## src/rtl/toom_div_arbiter.sv

```systemverilog
// toom_div_arbiter: four requesters share one GF(2) divider (division by x^4+x^2).
// A round-robin arbiter grants one request at a time. The operand is latched,
// divided in one cycle, and the quotient is held until the consumer accepts it.
//
// state | meaning
// IDLE  | no work in flight; grants the next requester in round-robin order
// EXEC  | latched operand is being divided into q_reg
// RESP  | quotient presented on rsp_*; waits for rsp_ready
module toom_div_arbiter #(
    parameter int N    = 64,
    parameter int NREQ = 4
) (
    input  logic              clk,
    input  logic              rst,
    input  logic [NREQ-1:0]   req_valid,
    input  logic [NREQ*N-1:0] req_data,
    output logic [NREQ-1:0]   req_ready,
    output logic              rsp_valid,
    output logic [1:0]        rsp_id,
    output logic [N-1:0]      rsp_q,
    input  logic              rsp_ready,
    output logic              busy,
    output logic [15:0]       rsp_count
);

    typedef enum logic [1:0] {
        IDLE = 2'd0,
        EXEC = 2'd1,
        RESP = 2'd2
    } state_t;

    state_t       state;
    logic [1:0]   rr_ptr;
    logic [1:0]   id_reg;
    logic [N-1:0] op_reg;
    logic [N-1:0] q_reg;
    logic [15:0]  count_q;

    logic         grant_found;
    logic [1:0]   grant_idx;
    logic [1:0]   scan_idx;
    logic [N-1:0] op_sel;

    // Quotient bits resolve from the top down: each bit folds in the bit two
    // places above it. The two extra zero bits at the top make the uppermost
    // quotient bits reduce to a plain copy of the operand.
    function automatic logic [N-1:0] gf2_div(input logic [N-1:0] p);
        logic [N+1:0] q;
        q = '0;
        for (int i = N - 1; i >= 2; i--) begin
            q[i] = p[i-2] ^ q[i+2];
        end
        return q[N-1:0];
    endfunction

    // Round-robin search: first valid requester at or above rr_ptr, wrapping mod 4.
    always_comb begin
        grant_found = 1'b0;
        grant_idx   = rr_ptr;
        scan_idx    = rr_ptr;
        for (int k = 0; k < NREQ; k++) begin
            scan_idx = rr_ptr + 2'(k);
            if (!grant_found && req_valid[scan_idx]) begin
                grant_found = 1'b1;
                grant_idx   = scan_idx;
            end
        end
    end

    // Operand slice belonging to the winning requester.
    always_comb begin
        op_sel = '0;
        for (int k = 0; k < NREQ; k++) begin
            if (grant_idx == 2'(k)) begin
                op_sel = req_data[k*N +: N];
            end
        end
    end

    // Sequencer: grant, divide, then hold the response until it is taken.
    always_ff @(posedge clk) begin
        if (rst) begin
            state   <= IDLE;
            rr_ptr  <= 2'd0;
            id_reg  <= 2'd0;
            op_reg  <= '0;
            q_reg   <= '0;
            count_q <= 16'd0;
        end else begin
            case (state)
                IDLE: begin
                    if (grant_found) begin
                        op_reg <= op_sel;
                        id_reg <= grant_idx;
                        state  <= EXEC;
                    end
                end
                EXEC: begin
                    q_reg <= gf2_div(op_reg);
                    state <= RESP;
                end
                RESP: begin
                    if (rsp_ready) begin
                        count_q <= count_q + 16'd1;
                        rr_ptr  <= id_reg + 2'd1;
                        state   <= IDLE;
                    end
                end
                default: state <= IDLE;
            endcase
        end
    end

    // Outputs are forced quiet in any cycle where reset is asserted, even
    // before the reset edge has cleared the state register.
    always_comb begin
        req_ready = '0;
        if (!rst && state == IDLE && grant_found) begin
            req_ready = NREQ'(1) << grant_idx;
        end
        rsp_valid = !rst && (state == RESP);
        busy      = !rst && (state != IDLE);
        rsp_id    = rst ? 2'd0 : id_reg;
        rsp_q     = rst ? '0 : q_reg;
        rsp_count = count_q;
    end

endmodule

```

## config.mk

```make
export PLATFORM = sky130hd
export DESIGN_NAME = toom_div_arbiter
export DESIGN_NICKNAME = d
export VERILOG_FILES = /design/src/rtl/toom_div_arbiter.sv
export SDC_FILE = /design/constraint.sdc
export NUM_CORES = 1
export LEC_CHECK = 0
export CAP_MARGIN = 40
export CELL_PAD_IN_SITES_DETAIL_PLACEMENT = 1
export CELL_PAD_IN_SITES_GLOBAL_PLACEMENT = 2
export CORE_MARGIN = 3
export CORE_UTILIZATION = 24
export DETAILED_ROUTE_END_ITERATION = 10
export PLACE_DENSITY_LB_ADDON = 0.1
export SLEW_MARGIN = 20
export SYNTH_ARGS = -nofsm -noshare
export SYNTH_HDL_FRONTEND = slang
export SYNTH_SLANG_ARGS = --single-unit
```

## constraint.sdc

```tcl
create_clock -name clk -period 3.43 [get_ports clk]
set_clock_uncertainty 0.1 [all_clocks]
set_input_delay 0.5145 -clock clk [delete_from_list [all_inputs] [get_ports clk]]
set_output_delay 0.5145 -clock clk [all_outputs]
set_load 0.01 [all_outputs]
```

==> summary.md <==
| Metric | Value |
|---|---|
| Layout Nets | `1634` |
| Final WS setup | `around 120 ps` |
| Total negative slack | `0 ps` |
| DP Worst Slack | `71.2 ps` |
| Worst ir drop on vdd | `0.351 mV` |
| Die Footprint | `0.0379 mm2` |
| CTS Buf Count | `17` |
| Worst setup path category | `primary input to primary output` |
| WL/cell | `17.1 um` |
| Max Clock Freq | `302 MHz` |
| Final setup fails | `0` |
| Post-DP HPWL | `23000 um` |
| Top-level I/O count | `351` |
| Fin crit share | `0.964` |
| Area Growth Syn to Fin | `52.0%` |
| Placement row count | `68` |
| Synth unique cells | `47` |
| TritonCTS clock tree | `done` |
| Synth area leader | `dfxtp_1` |
| Final hold viol count | `0` |
| Vias in the first global route | `between 8000 and 9000` |
| DR vias | `between 8000 and 9000` |
| Routed Antenna Nets | `0` |
| Initial Utilization | `0.246` |
| Share of the synthesized area in the top cell type | `0.342` |
| Ys flop type | `dfxtp_1` |
| Worst slew pin tran | `about 800 ps` |
| Post-CTS Resized | `0` |
| Worst-Skew Late Latency | `approximately 430 ps` |
| Iteration-0 DRC Markers | `between 200 and 300` |
| Postcts setup bufs | `0` |
| Startpoint types | `primary input` |
| Cts hold-fix bufs | `0` |
| Layout cell share with drive strength beyond 1 | `0.0506` |
| Largest net degree at the start of global routing | `74` |
| CP max FO | `4` |
| Ranking of synthesized cells by area | `dfxtp_1, nand2_1, a21oi_1, a311o_1, xnor2_1` |
| Remaining DRCs | `0` |
| Post-synthesis sequential area ratio | `0.342` |
| Chip width | `195 um` |
| Initial antenna violation count | `1` |
| Synthesized area per cell | `7.91 um2` |
| Netlist Area Pre-Place | `0.00855 mm2` |
| HP Class | `flop to flop` |
| Grt ovf | `0` |
| GRT Util Overall | `0.161` |
| Lkg Pwr | `a little over 5 nW` |
| Core area | `roughly 0.035 mm2` |
| Slew margin rel. | `0.465` |
| Clock buffer depth | `2` |
| Clock transition at path regs | `60 ps` |
| Die H | `195 um` |
| Max Cap Violations | `0` |
| Number of synthesis warnings | `0` |
| Root Driver | `clkbuf_16` |
| Fillers | `4095` |
| PwrDens | `634 mW/mm2` |
| Most frequent cells in the layout | `clkdlybuf4s50_1, nand2_1, a21oi_1` |
| DR pass1 iterations | `4` |
| RSZ-0062 raised after global routing | `no` |
| Syn Inst Count | `1081` |
| GP Congestion | `0.708` |
| H-tree depth | `4` |
| First-pass GRT wire length | `49500 um` |
| Status | `complete, no violations` |
| WP data arrival | `2690 ps` |
| Most common cell after layout, fill and taps aside | `clkdlybuf4s50_1` |
| Period minus WS final | `3310 ps` |
| Post-synth EDFFs | `0` |
| Via/cell ratio | `4.64` |
| Pins Over Slew Limit | `0` |
| Critical Path End Type | `primary output` |
| Ys async rst share | `0` |
| PortBufs | `340` |
| Final WL | `31400 um` |
| Critical Path RT | `2820 ps` |
| Flops & latches, synth | `146` |
| CTS Sinks | `146` |
-- synth_stat cells, drive strengths merged (2+ instances only) --
| master | n |
|---|---|
| a311o | 63 |
| a311oi | 2 |
| nor4 | 2 |
| xor2 | 37 |
| a2bb2oi | 5 |
| nor3 | 5 |
| nand3 | 6 |
| and2 | 3 |
| nand2b | 4 |
| xor3 | 2 |
| o22a | 5 |
| inv | 6 |
| xnor3 | 12 |
| nand4 | 2 |
| nor2b | 67 |
| buf | 10 |
| a211oi | 26 |
| a21oi | 147 |
| clkbuf | 85 |
| nor2 | 62 |
| o21ai | 4 |
| a21o | 62 |
| and4 | 3 |
| and3 | 5 |
| xnor2 | 68 |
| nand2 | 229 |
| dfxtp | 146 |
-- worst max-delay path, cell delays in order --
cell	delay (ps)
clkdlybuf4s50_1	540
inv_1	100
a311o_1	370
a21boi_4	150
nor4_1	370
clkdlybuf4s50_1	640
-- area by class of cell --
cell class	count	area, um2	share of cell area
sequential	146	2920	0.225
inverter	6	22.5	0.00173
antenna	1	2.50	0.000192
timing repair buffer	364	3650	0.281
multi-input combinational	835	5290	0.407
clock inverter	12	100	0.00770
clock buffer	20	447	0.0344
tap	455	569	0.0438
-- metal layers --
metal | routed length, um | global-route usage
met1 | 14200 | 0.201
met2 | 15000 | 0.276
met3 | 1920 | 0.0470
met4 | 285 | 0.0327
met5 | 0 | 0
-- cell families after synthesis --
logic type,after synthesis,share of synthesized area
simple gates,391,0.200
compound gates,321,0.259
flops,146,0.342
xor+xnor,119,0.151
buf+inv,101,0.0452
fa+ha+maj,1,0.00146
other cells,1,0.000438
mux,1,0.00117
-- through the flow --
stage	hold slack (ps)	instance area, um2	util	instances	power, mW
6_report	347	13000	0.374	1839	8.24
4_1_cts	348	13000	0.374	1838	8.47
2_1_floorplan	327	8560	-	1082	5.21
5_1_grt	369	13000	0.374	1839	8.89
3_3_place_gp	336	12500	0.358	1806	6.58
3_5_place_dp	339	12500	0.358	1806	6.62
-- report_power, final --
| part | total, mW | switching (mW) | internal, mW |
|---|---|---|---|
| Sequential | 2.17 | 0.166 | 2.00 |
| Combinational | 4.30 | 2.16 | 2.14 |
| Clock | 1.78 | 0.819 | 0.960 |
-- final timing paths --
check	slack, ps	to	startpoint	cells after the start
hold / removal	350	q_reg[42]	q_reg[42]	2
setup / recovery	120	req_ready[0]	req_valid[0]	6
hold reg to reg	350	q_reg[42]	q_reg[42]	2
setup reg to reg	350	q_reg[9]	op_reg[61]	7
Note: power is estimated with default switching activity, not from simulation.
